`config.mk`:
```
export PLATFORM = sky130hd
export DESIGN_NAME = ps2_rx_frame
export DESIGN_NICKNAME = d
export VERILOG_FILES = /design/src/rtl/ps2_rx_frame.sv
export SDC_FILE = /design/constraint.sdc
export NUM_CORES = 1
export LEC_CHECK = 0
export ABC_CLOCK_PERIOD_IN_PS = 2600
export CAP_MARGIN = 15
export CORE_UTILIZATION = 25
export DETAILED_ROUTE_END_ITERATION = 16
export PLACE_DENSITY = 0.39
export SYNTH_ARGS = -nofsm -noshare
export SYNTH_HDL_FRONTEND = slang
export SYNTH_SLANG_ARGS = --single-unit
```
`constraint.sdc`:
```
create_clock -name CLK50MHZ -period 2.6 [get_ports CLK50MHZ]
set_input_delay 0.52 -clock CLK50MHZ [delete_from_list [all_inputs] [get_ports CLK50MHZ]]
set_output_delay 0.52 -clock CLK50MHZ [all_outputs]
set_load 0.01 [all_outputs]
```
`src/rtl/ps2_rx_frame.sv`:
```
// PS/2 device-to-host frame receiver: line sync, clock deglitch, 11-bit deserialiser
// with parity/framing/timeout error strobes.
module ps2_rx_frame #(
  parameter int CLK_FREQ_HZ = 50_000_000,
  parameter int TIMEOUT_US  = 200,
  parameter int FILTER_LEN  = 8
) (
  input  logic       CLK50MHZ,
  input  logic       RST,
  input  logic       PS2_CLK1,
  input  logic       PS2_DATA1,
  input  logic       en,
  output logic [7:0] data,
  output logic       valid,
  output logic       parity_err,
  output logic       frame_err,
  output logic       busy
);

  localparam int TO_CYC = CLK_FREQ_HZ / 1_000_000 * TIMEOUT_US;
  localparam int TO_W   = $clog2(TO_CYC + 1);
  localparam int FL_W   = $clog2(FILTER_LEN + 1);

  typedef enum logic [1:0] {S_IDLE, S_DATA, S_PARITY, S_STOP} state_t;

  logic            clk_s1_q, clk_s2_q, dat_s1_q, dat_s2_q;
  logic            filt_q, filt_d;
  logic [FL_W-1:0] fcnt_q, fcnt_d;
  logic            fall;

  state_t          state_q, state_d;
  logic [2:0]      bitcnt_q, bitcnt_d;
  logic [7:0]      sr_q, sr_d;
  logic            par_q, par_d;
  logic [TO_W-1:0] to_cnt_q, to_cnt_d;
  logic [7:0]      data_q, data_d;
  logic            valid_q, valid_d;
  logic            perr_q, perr_d;
  logic            ferr_q, ferr_d;

  // Filtered clock flips on the FILTER_LEN-th consecutive sample that disagrees with it.
  always_comb begin
    filt_d = filt_q;
    fcnt_d = '0;
    if (clk_s2_q != filt_q) begin
      if (fcnt_q == FL_W'(FILTER_LEN - 1)) begin
        filt_d = ~filt_q;
      end else begin
        fcnt_d = fcnt_q + 1'b1;
      end
    end
  end

  assign fall = filt_q & ~filt_d;

  always_comb begin
    state_d  = state_q;
    bitcnt_d = bitcnt_q;
    sr_d     = sr_q;
    par_d    = par_q;
    data_d   = data_q;
    valid_d  = 1'b0;
    perr_d   = 1'b0;
    ferr_d   = 1'b0;
    to_cnt_d = (!en || state_q == S_IDLE || fall) ? '0 : to_cnt_q + 1'b1;

    if (!en) begin
      state_d = S_IDLE;
    end else if (state_q != S_IDLE && to_cnt_q == TO_W'(TO_CYC)) begin
      ferr_d  = 1'b1;
      state_d = S_IDLE;
    end else if (fall) begin
      case (state_q)
        S_IDLE: begin
          if (!dat_s2_q) begin
            state_d  = S_DATA;
            bitcnt_d = 3'd0;
          end
        end
        S_DATA: begin
          sr_d     = {dat_s2_q, sr_q[7:1]};
          bitcnt_d = bitcnt_q + 3'd1;
          if (bitcnt_q == 3'd7) state_d = S_PARITY;
        end
        S_PARITY: begin
          par_d   = dat_s2_q;
          state_d = S_STOP;
        end
        S_STOP: begin
          if (!dat_s2_q) begin
            ferr_d = 1'b1;
          end else if (^{sr_q, par_q} == 1'b0) begin
            perr_d = 1'b1;
          end else begin
            data_d  = sr_q;
            valid_d = 1'b1;
          end
          state_d = S_IDLE;
        end
        default: state_d = S_IDLE;
      endcase
    end
  end

  always_ff @(posedge CLK50MHZ) begin
    if (RST) begin
      clk_s1_q <= 1'b1;
      clk_s2_q <= 1'b1;
      dat_s1_q <= 1'b1;
      dat_s2_q <= 1'b1;
      filt_q   <= 1'b1;
      fcnt_q   <= '0;
      state_q  <= S_IDLE;
      bitcnt_q <= 3'd0;
      sr_q     <= 8'h00;
      par_q    <= 1'b0;
      to_cnt_q <= '0;
      data_q   <= 8'h00;
      valid_q  <= 1'b0;
      perr_q   <= 1'b0;
      ferr_q   <= 1'b0;
    end else begin
      clk_s1_q <= PS2_CLK1;
      clk_s2_q <= clk_s1_q;
      dat_s1_q <= PS2_DATA1;
      dat_s2_q <= dat_s1_q;
      filt_q   <= filt_d;
      fcnt_q   <= fcnt_d;
      state_q  <= state_d;
      bitcnt_q <= bitcnt_d;
      sr_q     <= sr_d;
      par_q    <= par_d;
      to_cnt_q <= to_cnt_d;
      data_q   <= data_d;
      valid_q  <= valid_d;
      perr_q   <= perr_d;
      ferr_q   <= ferr_d;
    end
  end

  assign data       = data_q;
  assign valid      = valid_q;
  assign parity_err = perr_q;
  assign frame_err  = ferr_q;
  assign busy       = (state_q != S_IDLE);

endmodule
```
==> summary by stage, run 1 <==
Power
The total internal power is just under 1 mW. The sequential share of power is 0.608. The combinational fraction of design power is 0.018. The analysis attributes to net switching a power of approximately 250 uW. The switching part of the total is 0.207. The relative contribution of the clock network to total power is 0.374. The worst-case IR drop observed on VDD is ~0.19 mV. In this run the static leakage power is 0.922 nW. In this run the power density over the cells is 488 nW/um^2.

STA
Setup repair after global routing left no endpoint under its margin. For the final routed database, the setup TNS stands at 0 ns. The final setup violation count is 0.

The headroom to the max-slew limit is 0.668. The transition at the pin with the smallest max-transition slack is about 0.5 ns. The maximum clock frequency is 446 MHz. The ratio of final minimum period to clock period is 0.862. The number of slew-limit violations in the final report is 0.

The clock arrives with 0.00259 ns of skew. The post-route minimum period is 2.24 ns. The final hold violation count was 0.

The minimum hold slack is about 0.42 ns.

Clocking
The total number of clock tree sinks is 48. The clock passes through at most 2 buffers. The clock root buffer is clkbuf_8. After clock tree synthesis, the setup repair step added 0 buffers.

For the worst-skew pair, the clock arrives at the later sink with an insertion delay of 0.29 ns. Clock-pin slew was measured on the worst setup and hold paths at 0.09 ns. The number of hold buffers added after CTS was 0. The deepest level of the CTS H-tree is 2. The number of gates resized after CTS was 0. The TritonCTS clock tree is yes. The number of buffers created by CTS is 5.

Detailed routing
The number of iterations in the first detailed-routing pass is 4. The final wirelength is 3920 um. The final route contains 1480 vias. The detail route stage leaves a number of antenna-violating nets equal to 0.

The count of unresolved DRC violations after routing is 0. In the final routed layout, each cell accounts on average for 11.0 um. For this block, the initial DRC count from the detailed router was 31. Dividing the detail-routed via count by the number of cells gives 4.17.

Layout
The count of nets after finishing is ~260. In the final layout, the share of cells above drive strength 1 is 0.0920. The commonest non-fill, non-tap cell in the layout is dfxtp_1. Compared with the post-synthesis result, the final layout area differs by 16.8%.

The library cells used most frequently in the layout, excluding fill and tap cells, are dfxtp_1 (48), nor2_1 (35), inv_1 (17). The repair_antennas step left the layout with diodes totalling 0.

Floorplan
The overall die height is between 90 and 100 um. The initialized floorplan defines 33 standard-cell rows. The initial utilization of the core area, before any placement, comes to 0.258.

Pin placement for this block handled 17 I/O pins. The full die area is between 8000 and 9000 um^2. The total core area is 8260 um^2.

The floorplan die width is 94.4 um.

Worst setup path
The most critical setup path has its startpoint at state_q[0]. The startpoint identified for the worst register-to-register timing path is state_q[0]. The worst setup path is captured at a flop.

Walking the worst path, the cells encountered are inv_1 -> ha_1 -> nor4bb_1 -> nand4_1 -> nand3_1 -> buf_4 -> o21ai_0 -> a21oi_1. At the worst endpoint, the required time is 2.83 ns. The capturing instance or port of the critical path is data[6].

STA classifies the critical path startpoint as a flop. The data arrival time at the worst-slack endpoint is 2.47 ns. Measured in cells, the most critical reg-to-reg path has a length of 8. For this design, the slowest cell found on the critical path is nand3_1.

In this run the critical register-to-register path is captured at data[6]. On the worst path, the slowest cell contributes a delay of 0.44 ns. Along the worst path, the maximum fanout reaches 14. The type of the setup path with the least slack is reg -> reg. In this run the register-to-register setup slack is between 0.3 and 0.4 ns.

Global route
The combined global-route utilization of all metal layers is 0.0998. The number of global-route vias before repair is 1430. The first global-routing pass estimated 6830 um of wire.

The initial antenna violation count came to 0. Entering global routing, the biggest net connects 28 pins. The total overflow left after global routing is 0.

Outcome
The flow ran to the end, and the final reports show no timing, DRC or antenna violations.

Placed design
The final weighted congestion in routability-driven placement is 0.673. The count of input and output buffers is 16. After legalization and detailed placement, the total HPWL measured about 2900 um.

Synthesis
The post-synthesis area per instance is 9.28 um^2. Summing every instance area after synthesis gives 2130 um^2. The Yosys step of the flow raised 0 warnings. The number of different library cells used by synthesis comes to 35. Synthesis produced a netlist whose cell count is 230.

The prevailing post-synth register cell is dfxtp_1. The number of nets in the synthesized netlist is 245. The sequential cell area fraction in the yosys report is 0.450. The number of synthesized flops with an enable pin is 0. Counting flops and latches in the post-synthesis netlist gives 48.

The post-synthesis async set-or-reset flop share is 0.

Min path
The worst min-delay path category is reg -> reg.

Run
The tool flagged a number of max-cap violations equal to 0.
-- synth_stat cells, types with 2 or more instances --
library cell | number | area [um^2]
and3_1 | 2 | 12.5
nand2_1 | 8 | 30.0
nor3_1 | 3 | 15.0
buf_6 | 2 | 22.5
and3b_1 | 2 | 17.5
dfxtp_1 | 48 | 961
nand4_1 | 6 | 37.5
nand3_1 | 8 | 40.0
nor4b_1 | 3 | 26.3
a21oi_1 | 10 | 50.1
xnor2_1 | 14 | 123
inv_1 | 17 | 63.8
or3_2 | 5 | 37.5
xor2_1 | 7 | 61.3
nand2b_1 | 2 | 12.5
clkbuf_1 | 4 | 15.0
ha_1 | 10 | 125
or3_1 | 4 | 25.0
or2_2 | 6 | 37.5
o21ai_0 | 9 | 45.0
nor2_1 | 35 | 131
mux2i_1 | 12 | 120
-- registers in the layout (all words and copies together), names as in the netlist --
signal	flops
dat_s2_q	1
sr_q	8
bitcnt_q	3
fcnt_q	4
dat_s1_q	1
filt_q	1
valid	1
to_cnt_q	14
clk_s1_q	1
clk_s2_q	1
data	8
frame_err	1
parity_err	1
par_q	1
state_q	2
-- through the flow --
| stage | cell area (um^2) | instances | total power [mW] | worst slack (ns) | util |
|---|---|---|---|---|---|
| after floorplan | 2130 | 230 | 0.770 | 0.686 | - |
| after global placement | 2400 | 347 | 0.780 | 0.276 | 0.291 |
| after detailed placement | 2400 | 347 | 0.779 | 0.215 | 0.291 |
| after CTS | 2490 | 355 | 1.25 | 0.319 | 0.302 |
| after global routing | 2490 | 355 | 1.28 | 0.101 | 0.302 |
| final | 2490 | 355 | 1.22 | 0.360 | 0.302 |
-- power groups by stage --
stage	logic (mW)	registers [mW]	clock network (mW)
2_1_floorplan	0.0132	0.757	0
3_3_place_gp	0.0228	0.757	0
3_5_place_dp	0.0222	0.757	0
4_1_cts	0.0223	0.740	0.490
5_1_grt	0.0242	0.741	0.519
6_report	0.0214	0.740	0.455
-- cell type report --
cell class	count	area (um^2)
fillers	917	5760
multi-input cells	157	1060
flip-flops and latches	48	961
repair buffers	20	190
well taps	105	131
clock buffers	8	90.1
inverters	17	63.8
-- metal layers --
metal | global-route usage | wire (um) | vias up | share of wire
met3 | 0.0274 | 132 | 4 | 0.034
met5 | 0 | 0 | - | 0
li1 | - | - | 803 | -
met4 | 0.0423 | 56 | 0 | 0.014
met1 | 0.140 | 2110 | 654 | 0.54
met2 | 0.141 | 1620 | 19 | 0.41
-- how the worst min path moves through the flow --
stage / from / cells past startpoint / slack, ns / end
6_report: clk_s1_q / 1 / 0.42 / clk_s2_q
3_5_place_dp: clk_s1_q / 1 / 0.40 / clk_s2_q
4_1_cts: clk_s1_q / 1 / 0.42 / clk_s2_q
3_3_place_gp: clk_s1_q / 1 / 0.40 / clk_s2_q
2_1_floorplan: clk_s1_q / 1 / 0.39 / clk_s2_q
5_1_grt: dat_s1_q / 1 / 0.44 / dat_s2_q
-- critical path, delay by kind of cell (launching register included) --
family	cells	cell delay, ns
AO/OA/AOI/OAI	2	0.21
adder cells (fa/ha/maj)	1	0.24
buffers and inverters	2	0.30
flip-flops	1	0.37
AND/OR/NAND/NOR	3	1.05
-- kinds of logic after synthesis --
family,share of synthesized area
AND/OR/NAND/NOR,0.216
flip-flops,0.450
buffers and inverters,0.0545
AO/OA/AOI/OAI,0.0598
XOR/XNOR,0.105
multiplexers,0.0563
adder cells (fa/ha/maj),0.0586
Power figures use the tool's default switching activity.
==> inputs of run 2 (changes only) <==
--- a/config.mk
+++ b/config.mk
@@ -5,11 +5,13 @@
 export SDC_FILE = /design/constraint.sdc
 export NUM_CORES = 1
 export LEC_CHECK = 0
+export ABC_AREA = 1
 export ABC_CLOCK_PERIOD_IN_PS = 2600
 export CAP_MARGIN = 15
-export CORE_UTILIZATION = 25
+export CORE_ASPECT_RATIO = 0.8
+export CORE_UTILIZATION = 40
 export DETAILED_ROUTE_END_ITERATION = 16
-export PLACE_DENSITY = 0.39
+export PLACE_DENSITY = 0.56
 export SYNTH_ARGS = -nofsm -noshare
 export SYNTH_HDL_FRONTEND = slang
 export SYNTH_SLANG_ARGS = --single-unit
==> run 2 against run 1 <==
Against the previous run:
- clock-buffer cell count down 2
- sequential share of layout area down 1.5 points
- first-iteration DRC count rose to 4.0 times the previous value
- worst hold slack worse by 0.0082 ns
- non-clock buffer count down 2
- clock skew up 0.0056 ns
- critical path type is now reg -> out
- critical endpoint is now busy
- largest cell class unchanged
- largest power group unchanged
==> summary by stage, run 2 <==
Clocking
The post-CTS clock slew at the launch and capture registers of the worst setup and hold paths was 0.08 ns (about the same). The clock root buffer is clkbuf_8. The TritonCTS clock tree is yes. The number of buffers between clock root and the deepest sink came to 2 (unchanged).

The buffers inserted during post-CTS setup optimization is 0 (unchanged). The number of buffers created by CTS is 5 (unchanged). The post-cts sizing count is 0 (unchanged).

The quantity of hold-fixing buffers added after cts is 0 (unchanged). The total number of clock tree sinks was 48 (unchanged). The deepest level of the CTS H-tree is 2 (unchanged).

The clock latency of the later-clocked register in the worst-skew pair is 0.30 ns (about the same).

Floorplan
The overall die height is 69.4 um (-27%). The full die area was 5980 um^2 (-33%). The total core area is 5470 um^2 (-34%).

The effective utilization at floorplan is 0.415 (+0.157). The placement row count was 24 (-27%). The floorplan die width is 86.2 um (-8.7%). The I/O pin count was 17 (unchanged).

Worst setup path
The worst reg2reg path depth is 11 (+3). The top fanout value on the critical path came to 5 (-9). The worst register-to-register path begins at state_q[0]. The critical path in this run is classified as reg -> out. The type of origin of the critical path is a flop. The data required time of the critical path was 2.08 ns (-0.75 ns). The internal reg-to-reg setup slack is 0.77 ns (+0.41 ns). The data arrival time at the worst-slack endpoint came to 1.62 ns (-0.85 ns).

The category of the worst setup path capture point is an output port. The worst register-to-register path ends at sr_q[6].

STA
The post-route minimum period is 2.14 ns (-0.0967 ns). Setup repair after global routing left no endpoint under its margin. The number of slew-limit violations in the final report is 0 (unchanged).

The maximum clock frequency is 467 MHz (+4.5%). The ratio of final minimum period to clock period is 0.824 (-0.0372). The accumulated negative setup slack is 0 ns (unchanged). The transition at the pin with the smallest max-transition slack came to 0.372 ns (-0.126 ns). The headroom to the max-slew limit is 0.749 (+0.0812). The maximum clock skew at final layout is 0.00824 ns (+0.00565 ns). The final hold violation count is 0 (unchanged).

The final setup violation count came to 0 (unchanged).

Layout
The antenna diode count was 0 (unchanged). The library cell used most frequently in the layout, excluding fill and tap cells, is nand2_1. More flip-flops sit in one register than any other, and that register is to_cnt_q. The area of all placed cells without fillers is 2590 um^2 (+4.0%). Leaving out fill and tap cells, the most frequent cells in the layout are nand2_1 (62), nor2_1 (49), dfxtp_1 (48). The area growth from synthesis to final layout is 14.3%.

The fraction of final layout cells sized beyond drive strength 1 is 0.0967 (+0.00468). The count of nets after finishing came to 346 (+31%). The number of flip-flops in the largest register is 14 (unchanged).

Placed design
The cell area after placement is 2520 um^2 (+4.7%). The count of input and output buffers is 16 (unchanged). The placed wire-length estimate after detailed placement is 3090 um (+8.2%). The final weighted congestion in routability-driven placement is 0.783 (+16%).

Synthesis
The net count of the mapped netlist is 325 (+33%). The most common cell in the synthesized netlist is nand2_1. The number of library cell types mapped by synthesis is 31 (-11%). The prevailing post-synth register cell is dfxtp_1. The area share of the largest cell type after synthesis is 0.424 (-0.0266). The biggest area contributor in the post-synthesis netlist is dfxtp_1. The register bit total from synthesis is 48 (unchanged). The post-synthesis area per instance is 7.32 um^2 (-21%). The synthesized instance count is 310 (+35%).

The post-synthesis async set-or-reset flop share is 0 (unchanged). Sorting the synthesized cells by area gives the leading types as dfxtp_1 (42%), nand2_1 (10%), nor2_1 (8.1%), inv_1 (6.9%), ha_1 (5.5%). The commonest cells after synthesis are nand2_1 (62), nor2_1 (49), dfxtp_1 (48). The Yosys warning count is 0 (unchanged). The sequential cell area fraction in the yosys report was 0.424 (-0.0266). The synthesized cell area is 2270 um^2 (+6.3%).

The number of synthesized flops with an enable pin is 0 (unchanged).

Min path
The worst hold path begins at clk_s1_q. The worst hold path terminates at clk_s2_q. The number of stages on the worst hold path was 1 (unchanged).

In this run the worst hold path is classified as reg -> reg.

Run
The number of max-capacitance violations reported is 0 (unchanged).

Power
The power density over the cells was 456 nW/um^2 (-6.5%). The leakage component of the power is 1.07 nW (+16%). The peak ir drop on the vdd network is 0.245 mV (+32%).

Global route
The total global routing overflow was 0 (unchanged). The combined global-route utilization of all metal layers is 0.149 (+0.0488). The initial antenna violation count came to 0 (unchanged). The first-pass GRT wire length is 6880 um (+0.70%).

The number of global-route vias before repair is 1566 (+9.5%). The maximum number of pins on one net before global-route repair is 17 (-39%).

Detailed routing
The final wirelength is 4090 um (+4.3%). The average wire per cell in the routed design is 9.99 um (-9.5%). The DRC violation total after the first TritonRoute iteration came to 125 (+300%).

The total number of vias is 1829 (+24%). The average via count per standard cell is 4.47 (+7.3%). The count of unresolved DRC violations after routing is 0 (unchanged). The count of nets left with antenna violations after detail routing is 0 (unchanged). The number of iterations in the first detailed-routing pass is 4 (unchanged).

Outcome
The run finished with clean final reports.
==> run 2: changes by cell type after synthesis, sizes merged, moves of 11 or more <==
cell and delta:
mux2i -12, nand2 +59, xnor2 -13, a21oi +11, inv +31, nor2 +17
==> run 2: critical path, cell delays in order (launching register included) <==
cell and delay, ns:
dfxtp_1 0.36, inv_1 0.10, ha_1 0.28, inv_1 0.07, clkdlybuf4s50_1 0.52
==> run 2: layout make-up <==
type	count	area (um^2)
fill	585	2870
multi-input combinational	209	1090
sequential	48	961
inverter	49	189
timing repair buffer	18	175
tap	78	97.6
clock buffer	6	72.6
clock inverter	1	5.00
==> run 2: cells by family after synthesis <==
logic type                 count (synthesis)  synth area share
and+or+nand+nor                          150             0.303
buffers and inverters                     53            0.0943
xor gates and xnor gates                   6            0.0232
AOI/OAI and AO/OA                         43             0.100
DFF                                       48             0.424
adders and majority gates                 10            0.0552
==> run 2: how the worst max path moves through the flow <==
| stage | from | end | slack [ns] | depth (start not counted) |
|---|---|---|---|---|
| 2_1_floorplan | state_q[0] | sr_q[7] | 0.91 | 13 |
| 3_3_place_gp | en | to_cnt_q[12] | 0.63 | 8 |
| 3_5_place_dp | en | to_cnt_q[12] | 0.58 | 8 |
| 4_1_cts | state_q[0] | busy | 0.43 | 4 |
| 5_1_grt | state_q[0] | busy | 0.36 | 4 |
| 6_report | state_q[0] | busy | 0.46 | 4 |
==> run 2: metal layers <==
layer  vias to the layer above  track usage  routed length (um)  part of all wire
met5                         -            0                   0                 0
met4                         0       0.0500                  53             0.013
met3                         6       0.0393                 115             0.028
met2                        21        0.197                1550              0.38
met1                       790        0.229                2370              0.58
li1                       1012            -                   -                 -
==> run 2: metrics by stage <==
stage                     power (mW)   util  hold slack [ns]  cells  worst slack (ns)
after detailed placement       0.786  0.460            0.392    402             0.579
after CTS                       1.20  0.475            0.413    409             0.432
after global routing            1.24  0.475            0.425    409             0.356
final                           1.18  0.475            0.412    409             0.457
after global placement         0.785  0.460            0.395    402             0.633
after floorplan                0.773      -            0.389    310             0.910
==> run 2: power breakdown <==
part	total [mW]	switching [mW]	internal, mW	leakage, nW
registers	0.740	0.00224	0.738	0.388
clock network	0.415	0.232	0.183	0.0410
logic	0.0280	0.0153	0.0127	0.641
